[config.mk]
export PLATFORM = sky130hd
export DESIGN_NAME = hp_turn_controller
export DESIGN_NICKNAME = d
export VERILOG_FILES = /design/src/rtl/hp_turn_controller.sv
export SDC_FILE = /design/constraint.sdc
export NUM_CORES = 1
export LEC_CHECK = 0
export CORE_MARGIN = 5
export CORE_UTILIZATION = 40
export DETAILED_ROUTE_END_ITERATION = 8
export PLACE_DENSITY = 0.7
export SLEW_MARGIN = 30
export SYNTH_ARGS = -nofsm -noshare
export SYNTH_HDL_FRONTEND = slang
export SYNTH_SLANG_ARGS = --single-unit
[constraint.sdc]
create_clock -name CLK -period 7.8 [get_ports CLK]
set_clock_uncertainty 0.05 [all_clocks]
set_input_delay 1.17 -clock CLK [delete_from_list [all_inputs] [get_ports CLK]]
set_output_delay 1.17 -clock CLK [all_outputs]
set_load 0.02 [all_outputs]
[src/rtl/hp_turn_controller.sv]
// Two-player turn sequencer: owns both HP registers, accepts one on-turn attack,
// enforces a post-attack lockout, and reports game over and the winner.
module hp_turn_controller #(
    parameter int MAX_HP  = 10,
    parameter int DMG     = 1,
    parameter int LOCKOUT = 4
) (
    input  logic       CLK,
    input  logic       RST,
    input  logic       START,
    input  logic       ATK_1P,
    input  logic       ATK_2P,
    output logic [3:0] HP_P1,
    output logic [3:0] HP_P2,
    output logic       TURN_1P,
    output logic       ACK,
    output logic       GAME_OVER,
    output logic [1:0] WINNER,
    output logic [1:0] STATE
);

    typedef enum logic [1:0] {
        S_IDLE = 2'b00,
        S_WAIT = 2'b01,
        S_LOCK = 2'b10,
        S_OVER = 2'b11
    } state_t;

    localparam int            CW       = (LOCKOUT > 1) ? $clog2(LOCKOUT) : 1;
    localparam logic [3:0]    HP_INIT  = 4'(MAX_HP);
    localparam logic [3:0]    DMG4     = 4'(DMG);
    localparam logic [CW-1:0] CNT_LOAD = CW'(LOCKOUT - 1);

    state_t        r_state, w_state;
    logic [3:0]    r_hp1, w_hp1, r_hp2, w_hp2;
    logic          r_turn, w_turn, r_ack, w_ack, r_over, w_over;
    logic [1:0]    r_winner, w_winner;
    logic [CW-1:0] r_cnt, w_cnt;

    logic       w_req;
    logic [3:0] w_hp_tgt, w_hp_dmg;

    // Only the on-turn player's request is seen; damage saturates at zero.
    assign w_req    = r_turn ? ATK_1P : ATK_2P;
    assign w_hp_tgt = r_turn ? r_hp2 : r_hp1;
    assign w_hp_dmg = (w_hp_tgt <= DMG4) ? 4'd0 : w_hp_tgt - DMG4;

    always_comb begin
        w_state  = r_state;
        w_hp1    = r_hp1;
        w_hp2    = r_hp2;
        w_turn   = r_turn;
        w_ack    = 1'b0;
        w_over   = r_over;
        w_winner = r_winner;
        w_cnt    = r_cnt;
        case (r_state)
            S_IDLE, S_OVER: begin
                if (START) begin
                    w_hp1    = HP_INIT;
                    w_hp2    = HP_INIT;
                    w_turn   = 1'b1;
                    w_winner = 2'b00;
                    w_over   = 1'b0;
                    w_state  = S_WAIT;
                end
            end
            S_WAIT: begin
                if (w_req) begin
                    w_ack = 1'b1;
                    if (r_turn) w_hp2 = w_hp_dmg;
                    else        w_hp1 = w_hp_dmg;
                    if (w_hp_dmg == 4'd0) begin
                        w_state  = S_OVER;
                        w_over   = 1'b1;
                        w_winner = r_turn ? 2'b01 : 2'b10;
                    end else begin
                        w_cnt   = CNT_LOAD;
                        w_state = S_LOCK;
                    end
                end
            end
            S_LOCK: begin
                if (r_cnt == '0) begin
                    w_turn  = ~r_turn;
                    w_state = S_WAIT;
                end else begin
                    w_cnt = r_cnt - CW'(1);
                end
            end
            default: w_state = S_IDLE;
        endcase
    end

    always_ff @(posedge CLK) begin
        if (RST) begin
            r_state  <= S_IDLE;
            r_hp1    <= HP_INIT;
            r_hp2    <= HP_INIT;
            r_turn   <= 1'b1;
            r_ack    <= 1'b0;
            r_over   <= 1'b0;
            r_winner <= 2'b00;
            r_cnt    <= '0;
        end else begin
            r_state  <= w_state;
            r_hp1    <= w_hp1;
            r_hp2    <= w_hp2;
            r_turn   <= w_turn;
            r_ack    <= w_ack;
            r_over   <= w_over;
            r_winner <= w_winner;
            r_cnt    <= w_cnt;
        end
    end

    assign HP_P1     = r_hp1;
    assign HP_P2     = r_hp2;
    assign TURN_1P   = r_turn;
    assign ACK       = r_ack;
    assign GAME_OVER = r_over;
    assign WINNER    = r_winner;
    assign STATE     = r_state;

endmodule

==> impl_metrics.ini <==
[outcome]
status = completed

[global_route]
track_usage = 0.145
grt_pass1_wl_um = 4840
gr-total-overflow = 0
grt_pass1_vias = 1059
busiest_layer = met2
antenna_found_initial = 0
grt_max_degree = 25
grt_use_met3 = 0.0403
met1_usage = 0.173
use_met2 = 0.250

[synth]
synth-simple-area-share = 0.196
yosys.area.top_type = dfxtp_1
syn_inst = 137
synthFlopType = dfxtp_1
synth_xor_area_frac = 0
synth_top_family_by_area = compound AO/OA/AOI/OAI gates
syn_area_per_cell_um2 = 8.52
yosys_register_bits = 17
ys_top_cells_by_count = dfxtp_1, a21oi_1, nand2_1, inv_1
yosysUniqueCellTypes = 37
syn_area_mm2 = 0.00117
yosys_warnings = 0
synth-adder-area-share = 0.0536
synth_compound_area_frac = 0.288
synth.area.top_cells = dfxtp_1, a21oi_1, mux2i_1
seq_area_frac_synth = 0.292
synthMostInstantiatedCell = dfxtp_1
muxShareOfSynthArea = 0.111
synthesis.nets = 147
yosys.area.top_type_share = 0.292
synth_edf_count = 0
async_reset_ff_frac = 0

[cts]
insertion_delay_ns = 0.30
h-tree-depth = 1
cts_sinks = 17
cts_tree = yes
cts-root-buf = clkbuf_4
postCtsHoldBufs = 0
clk_pin_slew_ns = 0.11
post_cts_buffers = 0
cts-buffers-inserted = 3
post_cts_resized = 0
clockBufferDepth = 2

[worst_setup_path]
crit_family = flip-flops
cp_num_cells = 1
crit_type = flip-flop to output port
reg2reg_slack_ns = 4.61
worstPathArrival_ns = 2.01
cp-start-kind = flip-flop
slowest_stage = dfxtp_1
crit_chain = clkdlybuf4s50_1
cp.required_ns = 6.58
crit_path_end_kind = output port
slowest_delay_ns = 0.95
critPathBufInv = 1
reg2reg_depth = 7
crit_fanout = 24

[placement]
io_buffers = 19
place_congestion = 0.910
placedCellCount = 180
dp_hpwl_um = 2100
postPlaceCellArea_mm2 = 0.00136
pre_cts_ws_ns = 4.69

[power]
cellPowerDensity_mw_per_mm2 = 195
irDropWorstVdd_v = 0.000171
power_leakage_nw = 0.568
power_mw = 0.271

[detailed_routing]
totalWireLength_um = 2890
wl_per_cell_um = 15.7
drc = 0
via_per_inst = 6.21
vias = 1142
ant_nets = 0
drt_pass1_iterations = 4
drt_iter0_drc = 74

[final_layout]
final_area_mm2 = 0.00139
final_nets = 164
fin_cells = 184
syn_to_final_growth_pct = 19.2
antenna_cells = 0
fill_cells = 288
final_util = 0.500
drive_gt1_frac = 0.0915

[timing]
finalMaxSlewViolations = 0
slew_headroom = 0.383
finalHoldViolCount = 0
fin_ws_ns = 4.57
max_freq_mhz = 309
fin_tns_setup_ns = 0
period_share = 0.414
max_slew.worst_pin.slew_ns = 0.924
hold_ws_ns = 0.438
finalCriticalPeriod_ns = 3.23
rsz0062_at_grt = no
setup_viol = 0

[floorplanning]
chipHeight_um = 64.0
ios = 20
core_mm2 = 0.00278
initial_core_util = 0.420
chipWidth_um = 64.0
rows = 19
die-area_mm2 = 0.00410

[min_path]
min_path_type = flip-flop to flip-flop
hold_path_depth = 2

[flow_run]
max_cap_viol_count = 0
## path summary, 6_finish.rpt
path,start,end
worst max-delay path,TURN_1P,TURN_1P
worst min-delay path,GAME_OVER,GAME_OVER
worst max register to register,TURN_1P,r_cnt[1]
worst min register to register,GAME_OVER,GAME_OVER
## where the power goes
group	internal, mW	total, mW	switching, mW
Clock	0.0196	0.0515	0.0319
Sequential	0.0947	0.107	0.0121
Combinational	0.0454	0.113	0.0675
## cell type report
| class | instances | area [um2] | area share |
|---|---|---|---|
| clock buffer | 3 | 22.5 | 0.0162 |
| clock inverter | 1 | 7.51 | 0.00540 |
| inverter | 9 | 33.8 | 0.0243 |
| multi-input combinational | 104 | 758 | 0.545 |
| sequential | 17 | 340 | 0.245 |
| tap | 31 | 38.8 | 0.0279 |
| timing repair buffer | 19 | 190 | 0.137 |
## layer usage
metal,vias up,part of all wire
met1,549,0.46
met3,4,0.055
met4,0,0.0069
met5,-,0
met2,38,0.48
li1,551,-
## state kept, by name, indices dropped and copies added (netlist names)
register,flops
ACK,1
GAME_OVER,1
HP_P1,4
HP_P2,4
STATE,2
TURN_1P,1
WINNER,2
r_cnt,2
## worst reg2reg max path, stage by stage, from the launching register on
cell	delay (ns)
dfxtp_1	0.95
mux2_2	0.46
inv_1	0.07
ha_1	0.31
mux4_1	0.43
a2111oi_4	0.38
nor3_1	0.12
a2111oi_2	0.33
## logic make-up (layout without fill, tap and decap cells)
| group | Yosys count | after routing |
|---|---|---|
| muxes | 11 | 11 |
| buffers and inverters | 16 | 32 |
| AOI/OAI and AO/OA | 45 | 45 |
| adders and majority gates | 5 | 5 |
| DFF | 17 | 17 |
| and+or+nand+nor | 43 | 43 |
## placed cells by master (no fill, tap or decap), types with 2 or more instances in the layout
master,n
a41o_1,3
mux2_2,3
nor2_1,8
nor4_1,3
and2_1,3
a211oi_1,3
mux2i_1,7
nor3_1,6
nand3_1,4
a22oi_1,4
a21boi_0,2
clkdlybuf4s50_1,19
a21oi_1,14
clkbuf_4,3
o21ai_0,7
ha_1,5
dfxtp_1,17
nor4b_1,2
inv_1,9
nor2b_1,4
o21a_1,2
nand2_1,10
Power figures use the tool's default switching activity.
